**src/rtl/input_datapath_pkg.sv**
```systemverilog
// Shared parameters and flit types for the router input datapath.
package input_datapath_pkg;

    localparam int N_VIRT_CHN   = 3;
    localparam int BUFFER_DEPTH = 4;
    localparam int FLIT_WIDTH   = 34;
    localparam int VC_W         = (N_VIRT_CHN > 1) ? $clog2(N_VIRT_CHN) : 1;

    typedef enum logic [1:0] {
        FLIT_HEAD = 2'b00,
        FLIT_BODY = 2'b01,
        FLIT_TAIL = 2'b10
    } flit_type_e;

    typedef struct packed {
        flit_type_e                 ftype;
        logic [FLIT_WIDTH-3:0]      payload;
    } flit_t;

endpackage

```
**src/rtl/input_datapath_if.sv**
```systemverilog
// Flit-in / flit-out handshake bundle between link, input datapath and router.
interface input_datapath_if #(
    parameter int N_VIRT_CHN = input_datapath_pkg::N_VIRT_CHN,
    parameter int FLIT_WIDTH = input_datapath_pkg::FLIT_WIDTH,
    parameter int VC_W       = input_datapath_pkg::VC_W
);
    logic                  fin_valid;
    logic [VC_W-1:0]       fin_vc_id;
    logic [FLIT_WIDTH-1:0] fin_data;
    logic [N_VIRT_CHN-1:0] fin_ready;
    logic                  fout_valid;
    logic [VC_W-1:0]       fout_vc_id;
    logic [FLIT_WIDTH-1:0] fout_data;
    logic                  fout_ready;

    modport master (
        output fin_valid, fin_vc_id, fin_data, fout_ready,
        input  fin_ready, fout_valid, fout_vc_id, fout_data
    );

    modport slave (
        input  fin_valid, fin_vc_id, fin_data, fout_ready,
        output fin_ready, fout_valid, fout_vc_id, fout_data
    );
endinterface

```
**src/rtl/input_datapath_vc_fifo.sv**
```systemverilog
// Single-clock circular flit buffer for one virtual channel; head is read combinationally.
module vc_fifo #(
    parameter int DEPTH = 4,
    parameter int WIDTH = 34
) (
    input  logic             clk,
    input  logic             arst_n,
    input  logic             push,
    input  logic             pop,
    input  logic [WIDTH-1:0] din,
    output logic [WIDTH-1:0] dout,
    output logic             full,
    output logic             empty
);
    localparam int PTR_W = $clog2(DEPTH);
    localparam int CNT_W = PTR_W + 1;

    logic [WIDTH-1:0] mem [DEPTH];
    logic [PTR_W-1:0] wr_ptr, rd_ptr;
    logic [CNT_W-1:0] count;
    logic             pop_en, push_en;

    assign empty   = (count == '0);
    assign full    = (count == CNT_W'(DEPTH));
    assign pop_en  = pop && !empty;
    // A full buffer still takes a write when its head leaves in the same cycle.
    assign push_en = push && (!full || pop_en);
    assign dout    = mem[rd_ptr];

    always_ff @(posedge clk) begin
        if (push_en) mem[wr_ptr] <= din;
    end

    always_ff @(posedge clk or negedge arst_n) begin
        if (!arst_n) begin
            wr_ptr <= '0;
            rd_ptr <= '0;
            count  <= '0;
        end else begin
            if (push_en) wr_ptr <= wr_ptr + 1'b1;
            if (pop_en)  rd_ptr <= rd_ptr + 1'b1;
            case ({push_en, pop_en})
                2'b10:   count <= count + 1'b1;
                2'b01:   count <= count - 1'b1;
                default: count <= count;
            endcase
        end
    end
endmodule

```
**src/rtl/input_datapath.sv**
```systemverilog
// Per-VC input buffering with highest-VC-first arbitration and hold-while-stalled lock.
module input_datapath #(
    parameter int N_VIRT_CHN   = input_datapath_pkg::N_VIRT_CHN,
    parameter int BUFFER_DEPTH = input_datapath_pkg::BUFFER_DEPTH,
    parameter int FLIT_WIDTH   = input_datapath_pkg::FLIT_WIDTH
) (
    input  logic             clk,
    input  logic             arst_n,
    input_datapath_if.slave  io
);
    import input_datapath_pkg::*;

    localparam int VC_W = (N_VIRT_CHN > 1) ? $clog2(N_VIRT_CHN) : 1;

    logic [N_VIRT_CHN-1:0]                 full, empty, push, pop;
    logic [N_VIRT_CHN-1:0][FLIT_WIDTH-1:0] head;
    logic                                  locked, any_valid, fire;
    logic [VC_W-1:0]                       lock_vc, arb_vc, sel_vc;

    always_comb begin
        arb_vc = '0;
        for (int v = 0; v < N_VIRT_CHN; v++) begin
            if (!empty[v]) arb_vc = VC_W'(v);
        end
    end

    // A stalled flit keeps the output; its head cannot change until it is popped.
    assign sel_vc    = locked ? lock_vc : arb_vc;
    assign any_valid = (|(~empty)) || locked;
    assign fire      = any_valid && io.fout_ready;

    genvar v;
    generate
        for (v = 0; v < N_VIRT_CHN; v++) begin : g_vc
            assign pop[v]  = fire && (sel_vc == VC_W'(v));
            assign push[v] = io.fin_valid && (io.fin_vc_id == VC_W'(v)) && (!full[v] || pop[v]);

            vc_fifo #(
                .DEPTH (BUFFER_DEPTH),
                .WIDTH (FLIT_WIDTH)
            ) u_fifo (
                .clk    (clk),
                .arst_n (arst_n),
                .push   (push[v]),
                .pop    (pop[v]),
                .din    (io.fin_data),
                .dout   (head[v]),
                .full   (full[v]),
                .empty  (empty[v])
            );
        end
    endgenerate

    assign io.fin_ready  = ~full;
    assign io.fout_valid = any_valid;
    assign io.fout_vc_id = any_valid ? sel_vc : '0;
    assign io.fout_data  = any_valid ? head[sel_vc] : '0;

    always_ff @(posedge clk or negedge arst_n) begin
        if (!arst_n) begin
            locked  <= 1'b0;
            lock_vc <= '0;
        end else if (any_valid && !io.fout_ready) begin
            locked  <= 1'b1;
            lock_vc <= sel_vc;
        end else if (fire) begin
            locked  <= 1'b0;
        end
    end
endmodule

```
**src/flat_wrapper.sv**
```systemverilog
// flat-port wrapper written by rule: the top's interface ports become plain ports
module input_datapath_flat import input_datapath_pkg::*;
#(
    parameter int N_VIRT_CHN   = input_datapath_pkg::N_VIRT_CHN,
    parameter int BUFFER_DEPTH = input_datapath_pkg::BUFFER_DEPTH,
    parameter int FLIT_WIDTH   = input_datapath_pkg::FLIT_WIDTH
)
  (clk, arst_n, io_fin_valid, io_fin_vc_id, io_fin_data, io_fout_ready, io_fin_ready, io_fout_valid, io_fout_vc_id, io_fout_data);
  input_datapath_if #(.N_VIRT_CHN(N_VIRT_CHN), .FLIT_WIDTH(FLIT_WIDTH), .VC_W(2)) io_i ();
  input  logic clk;
  input  logic arst_n;
  input wire logic [$bits(io_i.fin_valid)-1:0] io_fin_valid;
  input wire logic [$bits(io_i.fin_vc_id)-1:0] io_fin_vc_id;
  input wire logic [$bits(io_i.fin_data)-1:0] io_fin_data;
  input wire logic [$bits(io_i.fout_ready)-1:0] io_fout_ready;
  output wire logic [$bits(io_i.fin_ready)-1:0] io_fin_ready;
  output wire logic [$bits(io_i.fout_valid)-1:0] io_fout_valid;
  output wire logic [$bits(io_i.fout_vc_id)-1:0] io_fout_vc_id;
  output wire logic [$bits(io_i.fout_data)-1:0] io_fout_data;
  assign io_i.fin_valid = io_fin_valid;
  assign io_i.fin_vc_id = io_fin_vc_id;
  assign io_i.fin_data = io_fin_data;
  assign io_i.fout_ready = io_fout_ready;
  assign io_fin_ready = io_i.fin_ready;
  assign io_fout_valid = io_i.fout_valid;
  assign io_fout_vc_id = io_i.fout_vc_id;
  assign io_fout_data = io_i.fout_data;
  input_datapath #(.N_VIRT_CHN(N_VIRT_CHN), .BUFFER_DEPTH(BUFFER_DEPTH), .FLIT_WIDTH(FLIT_WIDTH)) u_core (.clk(clk), .arst_n(arst_n), .io(io_i));
endmodule
```
**config.mk**
```make
export PLATFORM = sky130hd
export DESIGN_NAME = input_datapath_flat
export DESIGN_NICKNAME = d
export VERILOG_FILES = /design/src/rtl/input_datapath_pkg.sv /design/src/rtl/input_datapath_if.sv /design/src/rtl/input_datapath_vc_fifo.sv /design/src/rtl/input_datapath.sv /design/src/flat_wrapper.sv
export SDC_FILE = /design/constraint.sdc
export NUM_CORES = 1
export LEC_CHECK = 0
export BUFFER_PORTS_ARGS = -buffer_cell sky130_fd_sc_hd__buf_2
export CORE_ASPECT_RATIO = 1.4
export CORE_MARGIN = 10
export CORE_UTILIZATION = 35
export CTS_CLUSTER_DIAMETER = 80
export DETAILED_ROUTE_END_ITERATION = 10
export MAX_ROUTING_LAYER = met4
export PLACE_DENSITY = 0.59
export REMOVE_ABC_BUFFERS = 1
export SETUP_SLACK_MARGIN = 0.15
export SLEW_MARGIN = 20
export SYNTH_ARGS = -nofsm -noshare
export SYNTH_HDL_FRONTEND = slang
export SYNTH_SLANG_ARGS = --single-unit
```
**constraint.sdc**
```tcl
create_clock -name clk -period 5.8 [get_ports clk]
set_input_delay 0.58 -clock clk [delete_from_list [all_inputs] [get_ports clk]]
set_output_delay 0.58 -clock clk [all_outputs]
set_load 0.03 [all_outputs]
```
==> flow_summary.yaml, run 1 <==
synthesis:
  yosys_register_bits: 432
  synth_area_um2: 17000
  synth-edff-count: 408
  yosysWarnings: 0
  synth_most_common_cell: "edfxtp_1"
  yosysTopAreaCell: "edfxtp_1"
  avgSynthCellArea_um2: 21.1
  synth.area.top_cells: "edfxtp_1, mux4_2, dfrtp_1"
  synth-main-ff-cell: "edfxtp_1"
  ys_async_sr_fraction_pct: 5.56
  synthCells: 806
  yosysUniqueCellTypes: 49
  yosysTopAreaCellShare_pct: 71.9
  ys_top_cells_by_count: "edfxtp_1, mux4_2, inv_1"
  seq_area_frac_synth_pct: 75.4
pwr:
  p_clk_share_pct: 28.4
  p_sw_uw: 2980
  powerDensity_nw_per_um2: 471
  sw_frac_of_total_pct: 32.4
  power_frac_seq_pct: 43.1
  combPwrFrac_pct: 28.5
  p_int_uw: 6230
  p_total_uw: 9200
  total_leakage_power_uw: 0.00639
  vdd_drop_max_mv: 0.290
route:
  via_per_inst: 5.11
  first_pass_iters: 5
  num_vias: 8038
  route.detailed.drc: 0
  wirelength_um: 37200
  wl_per_cell_um: 23.7
  drtIter0Drc: 660
  ant_nets: 0
setup_path:
  end_kind: "output port"
  max_stage_delay_ns: 0.78
  critPathLaunch: "u_core.g_vc[2].u_fifo.count[0]"
  cp_max_fo: 21
  cp_slowest_cell: "o21ai_4"
  start_kind: "flop"
  crit_type: "flop to output port"
  worst-endpoint-required_ns: 5.22
  r2r-start: "u_core.g_vc[2].u_fifo.count[0]"
  r2r_cells: 8
  path_cells: "or4_4, o21ai_4, buf_4, mux2i_1, o22ai_1, buf_2"
  regToRegSetupSlack_ns: 2.30
  cp.arrival_ns: 3.56
  r2r_end: "u_core.g_vc[1].u_fifo.count[1]"
  crit_end: "io_fout_data[33]"
sta:
  tns_ns: 0
  setup-violations-final: 0
  max_freq_mhz: 242
  min_period_over_period_pct: 71.3
  worstMarginPinSlew_ns: 1.09
  clock_skew_ns: 0.0224
  slew-limit-headroom_pct: 27.5
  hold_viol: 0
  rsz0062_at_grt: "no"
  drv_slew: 0
  min_period_ns: 4.14
clock_network:
  cts_tree: "yes"
  clockBufferDepth: 3
  cts_max_level: 2
  root_buffer: "clkbuf_16"
  clock_sinks: 432
  cts_setup_buffers: 0
  hold_buffers: 0
  clk_pin_slew_ns: 0.06
  cts-resized-gates: 0
  insertion_delay_ns: 0.55
  cts-buffers-inserted: 44
cells_and_area:
  drive_gt1_share_pct: 31.1
  synthToLayoutAreaGrowth_pct: 14.7
  nets: 967
  postLayoutCellArea_um2: 19500
  num-fill-cells: 4233
placement:
  placed_cell_area_um2: 18200
  io_buffers: 79
  hpwlAfterDp_um: 21500
  place.gp.congestion: 0.747
global_routing:
  grt_max_degree: 36
  grt.overflow.total: 0
  grt_use_total_pct: 13.5
  grt_pass1_vias: 8734
  antenna_found_initial: 2
  grt_pass1_wl_um: 56700
floorplan:
  die_h_um: 281
  start_util_pct: 35.4
  ioPinCount: 80
  fp.dieArea_um2: 58000
  std_cell_rows: 95
  die_w_um: 206
  core_area_um2: 48100
run:
  max_cap_viol_count: 0
worst_hold_path:
  worstHoldPathType: "input port to async pin"
outcome:
  outcome: "completed"
[routing by layer]
metal  track usage, %  wire length [um]
met3             2.36              1500
met5                -                 0
met1             16.4             15400
met4             3.47               696
met2             22.8             19700
[state kept, by name, summed over array words and instances, names as in the netlist]
| name | flops |
|---|---|
| u_core.g_vc.u_fifo.count | 9 |
| u_core.g_vc.u_fifo.mem | 408 |
| u_core.g_vc.u_fifo.rd_ptr | 6 |
| u_core.g_vc.u_fifo.wr_ptr | 6 |
| u_core.lock_vc | 2 |
| u_core.locked | 1 |
[layout make-up]
cell class	count	area (um2)	share of cell area (%)
clock inverters	24	179	0.916
repair buffers	96	523	2.68
clock buffers	54	1140	5.83
multi-input cells	281	3850	19.7
inverters	54	203	1.04
flip-flops and latches	432	12900	65.8
diodes	2	5.00	0.0256
well taps	630	788	4.03
[worst max-delay path, delay by kind of cell, from the launching register on]
family	cells	cell delay (ns)
AO/OA/AOI/OAI	2	0.90
buffers and inverters	2	0.81
AND/OR/NAND/NOR	1	0.57
flip-flops	1	0.43
multiplexers	1	0.26
[through the flow]
step | util, % | std cells | hold WS (ns) | setup WS (ns)
after floorplan | - | 767 | 0.284 | 0.343
after global placement | 37.8 | 1493 | 0.478 | 2.28
after detailed placement | 37.8 | 1493 | 0.476 | 2.22
after CTS | 40.6 | 1571 | 0.0185 | 1.62
after global routing | 40.6 | 1573 | 0.0601 | 1.53
final | 40.6 | 1573 | 0.0191 | 1.66
[power groups by stage]
stage | clock network [uW] | logic (uW) | registers (uW)
2_1_floorplan | 0 | 1790 | 4030
3_3_place_gp | 0 | 2690 | 4030
3_5_place_dp | 0 | 2700 | 4040
4_1_cts | 2690 | 2710 | 3980
5_1_grt | 2820 | 2860 | 4020
6_report | 2610 | 2620 | 3970
[layout by cell type (no fill, tap or decap), drive strengths merged, types with 5 or more instances in the layout]
cell,Yosys,routed
nor2,6,6
clkbuf,17,54
dfrtp,24,24
xor2,10,10
nor3b,10,10
nand3,5,5
buf,22,96
edfxtp,408,408
clkinv,0,20
nor3,8,8
mux4,102,102
mux2i,36,36
nand2,6,6
xnor2,6,6
o22ai,34,34
ha,15,15
inv,54,56
[worst min-delay path by stage]
stage / slack [ns] / end / from / depth (start not counted)
CTS: 0.02 / u_core.g_vc[1].u_fifo.count[0] / arst_n / 1
global route: 0.06 / u_core.g_vc[0].u_fifo.count[1] / arst_n / 1
finish: 0.02 / u_core.g_vc[1].u_fifo.count[0] / arst_n / 1
global placement: 0.48 / u_core.g_vc[0].u_fifo.count[2] / u_core.g_vc[0].u_fifo.count[2] / 1
detailed placement: 0.48 / u_core.g_vc[0].u_fifo.count[2] / u_core.g_vc[0].u_fifo.count[2] / 1
floorplan: 0.28 / u_core.g_vc[0].u_fifo.count[0] / arst_n / 0
[cell families after synthesis]
kind of cell    Yosys count  share of synthesized area [%]
flops                   432                           75.4
mux                     141                           15.8
buf+inv                  93                           2.31
simple gates             54                           1.93
compound gates           52                           2.28
fa+ha+maj                18                           1.45
xor+xnor                 16                          0.822
No activity file was read; power rests on OpenSTA's default activity.
==> run 2, diff against run 1 <==
--- a/config.mk
+++ b/config.mk
@@ -5,6 +5,7 @@
 export SDC_FILE = /design/constraint.sdc
 export NUM_CORES = 1
 export LEC_CHECK = 0
+export ABC_AREA = 1
 export BUFFER_PORTS_ARGS = -buffer_cell sky130_fd_sc_hd__buf_2
 export CORE_ASPECT_RATIO = 1.4
 export CORE_MARGIN = 10
==> constraint.sdc (replaced) <==
create_clock -name clk -period 4.1 [get_ports clk]
set_input_delay 0.41 -clock clk [delete_from_list [all_inputs] [get_ports clk]]
set_output_delay 0.41 -clock clk [all_outputs]
set_load 0.03 [all_outputs]
==> flow_summary.yaml, run 2 <==
sta:
  clock_skew_ns: 0.0134
  rsz0062_at_grt: "no"
  worstMarginPinSlew_ns: 1.02
  hold_viol: 0
  tns_ns: 0
  min_period_over_period_pct: 78.7
  worst_slack_ns: 0.873
  setup-violations-final: 0
  min_period_ns: 3.23
  max_freq_mhz: 310
  drv_slew: 0
  slew-limit-headroom_pct: 31.6
synthesis:
  yosysTopAreaCell: "edfxtp_1"
  ys_async_sr_fraction_pct: 5.56
  yosysTopAreaCellShare_pct: 68.6
  synth-edff-count: 408
  seq_area_frac_synth_pct: 72.0
  avgSynthCellArea_um2: 11.9
  synthCells: 1500
  yosys_register_bits: 432
  yosysWarnings: 0
  yosysUniqueCellTypes: 31
  synth-main-ff-cell: "edfxtp_1"
  synth_most_common_cell: "edfxtp_1"
  ys_top_cells_by_count: "edfxtp_1, nand2_1, nor2_1"
  synth_area_um2: 17900
  synth.area.top_cells: "edfxtp_1, nand2_1, nor2_1"
placement:
  dp_slack_ns: 1.19
  placed_cell_area_um2: 19000
  hpwlAfterDp_um: 24900
  place.gp.congestion: 0.768
  io_buffers: 79
pwr:
  p_sw_uw: 5240
  sw_frac_of_total_pct: 37.7
  powerDensity_nw_per_um2: 687
  p_total_uw: 13900
  p_int_uw: 8670
  total_leakage_power_uw: 0.00720
  vdd_drop_max_mv: 0.366
  power_frac_seq_pct: 38.8
  p_clk_share_pct: 26.0
  combPwrFrac_pct: 35.3
clock_network:
  root_buffer: "clkbuf_16"
  cts_tree: "yes"
  clockBufferDepth: 3
  cts-buffers-inserted: 39
  clk_pin_slew_ns: 0.06
  clock_sinks: 432
  cts_max_level: 2
  cts-resized-gates: 0
  insertion_delay_ns: 0.53
worst_hold_path:
  hold_end: "u_core.g_vc[1].u_fifo.mem[3][19]"
  min-delay-start: "io_fin_data[19]"
  min_delay_path_depth: 1
  worstHoldPathType: "input port to flop"
floorplan:
  die_h_um: 287
  std_cell_rows: 97
  start_util_pct: 35.5
  fp.dieArea_um2: 60600
  ioPinCount: 80
  core_area_um2: 50200
  die_w_um: 211
setup_path:
  cp_slowest_cell: "dfrtp_2"
  path_cells: "buf_4, nor2_1, nor2_1, o21ai_0, o21ai_0, nand2_1, nand2_1, nand3_1, nor2_1, buf_2"
  r2r_end: "u_core.g_vc[0].u_fifo.mem[3][14]"
  cp_max_fo: 47
  start_kind: "flop"
  crit_top_cell: "nor2_1"
  r2r-start: "u_core.g_vc[2].u_fifo.count[0]"
  r2r_cells: 8
  worst-endpoint-required_ns: 3.69
  max_stage_delay_ns: 0.65
  regToRegSetupSlack_ns: 1.24
  crit_type: "flop to output port"
  end_kind: "output port"
  cp.arrival_ns: 2.82
route:
  wirelength_um: 44400
  drtIter0Drc: 756
  first_pass_iters: 5
  ant_nets: 0
  via_per_inst: 5.07
  wl_per_cell_um: 19.8
  num_vias: 11400
  route.detailed.drc: 0
outcome:
  outcome: "completed"
cells_and_area:
  synthToLayoutAreaGrowth_pct: 13.4
  reg_top3: "u_core.g_vc.u_fifo.mem: 408 flops, u_core.g_vc.u_fifo.count: 9 flops"
  seqCellArea_um2: 12900
  nets: 1623
  multi_input_area_um2: 4490
  num-fill-cells: 4754
  final_common_cell: "edfxtp_1"
  largest-register: "u_core.g_vc.u_fifo.mem"
  mostFrequentLayoutCells: "edfxtp_1, nand2_1, nor2_1, o21ai_0, buf_2"
  largest_reg_flops: 408
  postLayoutCellArea_um2: 20200
  drive_gt1_share_pct: 12.9
global_routing:
  grt_pass1_vias: 11500
  antenna_found_initial: 3
  grt_use_total_pct: 15.0
  grt.overflow.total: 0
  grt_pass1_wl_um: 68300
  grt_max_degree: 70
run:
  max_cap_viol_count: 0
-- run 2: cell types whose count changed after synthesis, sizes merged, moves of 5 or more --
cell	before	now
inv	54	45
nor2	6	259
o22ai	34	0
nand2	6	308
mux4	102	0
a21oi	4	71
o21ai	2	149
a22o	0	34
nand3	5	81
buf	22	44
clkbuf	17	39
nor3b	10	0
nor3	8	3
mux2i	36	0
-- run 2: final cells by class --
| class | instances | area share [%] |
|---|---|---|
| Tap cell | 643 | 3.97 |
| Clock inverter | 22 | 0.964 |
| Inverter | 47 | 0.871 |
| Antenna cell | 3 | 0.0371 |
| Multi-Input combinational cell | 938 | 22.2 |
| Sequential cell | 432 | 63.5 |
| Clock buffer | 47 | 5.18 |
| Timing Repair Buffer | 107 | 3.25 |
-- run 2: layer usage --
layer	global-route usage, %	share of wire, %	wire length (um)	vias to the layer above
met5	-	0	0	-
met3	2.40	5.0	2220	56
met2	25.6	50	22400	291
met1	18.1	42	18800	5658
met4	4.52	2.3	1030	0
li1	-	-	-	5356
-- run 2: what timing repair did --
action	in CTS	in global routing
hold buffers	1	0
endpoints found under the hold margin	24	0
endpoints found under the setup margin	0	0
buffers inserted	0	0
-- run 2: per-stage QoR --
stage,hold WS (ns),utilization [%],cells
6_report,0.214,40.3,2239
5_1_grt,0.204,40.3,2239
4_1_cts,0.189,40.3,2236
3_5_place_dp,0.442,37.8,2166
3_3_place_gp,0.432,37.8,2166
2_1_floorplan,0.114,-,1417
-- run 2: worst max-delay path, delay by kind of cell (launching register included) --
family	cells	cell delay, ns
AO/OA/AOI/OAI	2	0.18
AND/OR/NAND/NOR	6	0.67
buffers and inverters	2	0.76
flip-flops	1	0.65
-- run 2: power groups by stage --
stage	Combinational (uW)	Clock (uW)	Sequential, uW
final	4910	3610	5390
after global routing	5500	3830	5430
after CTS	4990	3670	5390
after detailed placement	4970	0	5480
after global placement	4890	0	5470
after floorplan	2970	0	5670
-- run 2: logic make-up (layout without fill, tap and decap cells) --
family / count (synthesis) / in the layout / synth area share (%)
flops: 432 / 432 / 72.0
buf+inv: 130 / 223 / 3.34
other cells: 0 / 3 / 0
xor+xnor: 12 / 12 / 0.589
compound gates: 256 / 256 / 8.05
fa+ha+maj: 18 / 18 / 1.39
simple gates: 652 / 652 / 14.6
-- run 2: worst max-delay path by stage --
stage | slack (ns) | cells past startpoint | start | end
after global routing | 0.61 | 10 | u_core.g_vc[1].u_fifo.count[1] | io_fout_data[12]
after detailed placement | 1.19 | 8 | u_core.g_vc[2].u_fifo.count[0] | u_core.g_vc[0].u_fifo.mem[3][14]
after global placement | 1.25 | 8 | u_core.g_vc[2].u_fifo.count[0] | u_core.g_vc[0].u_fifo.mem[3][15]
final | 0.87 | 10 | u_core.g_vc[2].u_fifo.rd_ptr[0] | io_fout_data[7]
after floorplan | 0.86 | 8 | u_core.g_vc[2].u_fifo.count[2] | u_core.g_vc[2].u_fifo.mem[0][0]
after CTS | 0.79 | 12 | u_core.g_vc[2].u_fifo.count[0] | io_fout_data[12]
==> run 3, diff against run 2 <==
==> constraint.sdc (replaced) <==
create_clock -name clk -period 3.35 [get_ports clk]
set_input_delay 0.335 -clock clk [delete_from_list [all_inputs] [get_ports clk]]
set_output_delay 0.335 -clock clk [all_outputs]
set_load 0.03 [all_outputs]
==> flow_summary.yaml, run 3 (synthesis results as in run 2) <==
outcome:
  outcome: "completed"
clock_network:
  clockBufferDepth: 3
  root_buffer: "clkbuf_16"
  cts_max_level: 2
  cts_tree: "yes"
  clk_pin_slew_ns: 0.07
  cts_setup_buffers: 0
  cts-buffers-inserted: 40
  clock_sinks: 432
  insertion_delay_ns: 0.53
route:
  num_vias: 11400
  via_per_inst: 5.06
  first_pass_iters: 5
  route.detailed.drc: 0
  wl_per_cell_um: 19.7
  drtIter0Drc: 805
  wirelength_um: 44400
  ant_nets: 0
sta:
  min_period_ns: 3.00
  max_freq_mhz: 333
  rsz0062_at_grt: "no"
  hold_viol: 0
  drv_slew: 0
  clock_skew_ns: 0.0102
  tns_ns: 0
  setup-violations-final: 0
  worstMarginPinSlew_ns: 0.895
  slew-limit-headroom_pct: 40.2
  min_period_over_period_pct: 89.7
  worst_slack_ns: 0.347
global_routing:
  antenna_found_initial: 2
  grt_use_total_pct: 15.0
  grt_pass1_vias: 11400
  grt_pass1_wl_um: 67300
  grt.overflow.total: 0
  grt_max_degree: 70
setup_path:
  r2r-start: "u_core.g_vc[2].u_fifo.count[0]"
  cp_top_family: "buffers and inverters"
  r2r_cells: 10
  crit_type: "flop to output port"
  end_kind: "output port"
  cp_slowest_cell: "dfrtp_1"
  worst-endpoint-required_ns: 3.01
  r2r_end: "u_core.g_vc[1].u_fifo.mem[1][4]"
  max_stage_delay_ns: 0.40
  start_kind: "flop"
  regToRegSetupSlack_ns: 0.74
  cp_max_fo: 13
  path_cells: "inv_2, nand3_2, o21bai_2, nand3_2, inv_2, buf_4, nand2_1, nand3_1, nor2_1, buf_2"
  cp.arrival_ns: 2.67
  crit_buf_inv: 4
placement:
  io_buffers: 79
  place.gp.congestion: 0.778
  hpwlAfterDp_um: 27200
  dp_slack_ns: 0.737
  placed_cell_area_um2: 19100
cells_and_area:
  final_common_cell: "edfxtp_1"
  drive_gt1_share_pct: 13.6
  synthToLayoutAreaGrowth_pct: 13.9
  mostFrequentLayoutCells: "edfxtp_1, nand2_1, nor2_1, o21ai_0, buf_2"
  largest-register: "u_core.g_vc.u_fifo.mem"
  reg_top3: "u_core.g_vc.u_fifo.mem: 408 flops, u_core.g_vc.u_fifo.count: 9 flops"
  nets: 1638
  postLayoutCellArea_um2: 20300
  largest_reg_flops: 408
  final_util_pct: 40.5
floorplan:
  ioPinCount: 80
  die_h_um: 287
  core_area_um2: 50200
  fp.dieArea_um2: 60600
  die_w_um: 211
  start_util_pct: 35.5
  std_cell_rows: 97
pwr:
  powerDensity_nw_per_um2: 834
  vdd_drop_max_mv: 0.349
  total_leakage_power_uw: 0.00725
worst_hold_path:
  hold_end: "u_core.g_vc[2].u_fifo.mem[0][13]"
  worstHoldPathType: "input port to flop"
  min_delay_path_depth: 1
  min-delay-start: "io_fin_data[13]"
run:
  max_cap_viol_count: 0
-- run 3: changes by cell type in the layout (fill, tap and decap cells not counted) --
cell / previous run / this run
diode_2: 3 / 2
inv_4: 0 / 2
inv_2: 11 / 9
bufinv_16: 4 / 2
clkbuf_1: 6 / 14
buf_12: 4 / 5
clkinv_1: 14 / 7
clkbuf_8: 0 / 2
buf_4: 23 / 36
-- run 3: how the worst max path moves through the flow --
stage	from	end	slack (ns)	cells past startpoint
final	u_core.g_vc[2].u_fifo.count[0]	io_fout_data[9]	0.35	10
after global routing	u_core.g_vc[2].u_fifo.rd_ptr[0]	io_fout_data[11]	0.15	10
after CTS	u_core.g_vc[1].u_fifo.count[1]	io_fout_data[0]	0.18	11
after detailed placement	u_core.g_vc[2].u_fifo.count[0]	io_fout_data[12]	0.74	12
after global placement	u_core.g_vc[1].u_fifo.count[1]	io_fout_data[0]	0.76	11
after floorplan	u_core.g_vc[2].u_fifo.count[2]	u_core.g_vc[2].u_fifo.mem[0][0]	0.11	8
-- run 3: what timing repair did --
item / in CTS / in global routing
endpoints found under the setup margin: 1 / 15
gates resized for setup: 1 / 2
hold endpoints to repair: 24 / 0
hold buffers: 1 / 0
-- run 3: power by group --
part,leakage (uW),total (uW),internal (uW),switching [uW]
Clock,0.000596,4330,2450,1880
Sequential,0.00396,6640,6320,322
Combinational,0.00269,5990,1800,4190
-- run 3: cell type report --
class | instances | area, um2
diodes | 2 | 5.00
multi-input cells | 938 | 4490
repair buffers | 121 | 776
fillers | 4743 | 29900
clock buffers | 57 | 1110
inverters | 47 | 181
well taps | 643 | 805
flip-flops and latches | 432 | 12900
clock inverters | 13 | 109
-- run 3: routing by layer --
metal | wire length [um] | vias to the layer above | share of wire (%) | global-route usage [%]
li1 | - | 5374 | - | -
met1 | 18100 | 5629 | 41 | 17.8
met4 | 1090 | 0 | 2.5 | 4.79
met2 | 22800 | 315 | 51 | 25.7
met3 | 2390 | 76 | 5.4 | 2.17
met5 | 0 | - | 0 | -
-- run 3: stage by stage --
stage | total power [uW] | hold slack, ns | instances
after global placement | 12700 | 0.362 | 2180
after floorplan | 10600 | 0.0394 | 1417
after detailed placement | 12800 | 0.374 | 2180
after global routing | 18000 | 0.134 | 2252
final | 17000 | 0.131 | 2253
after CTS | 17200 | 0.115 | 2251
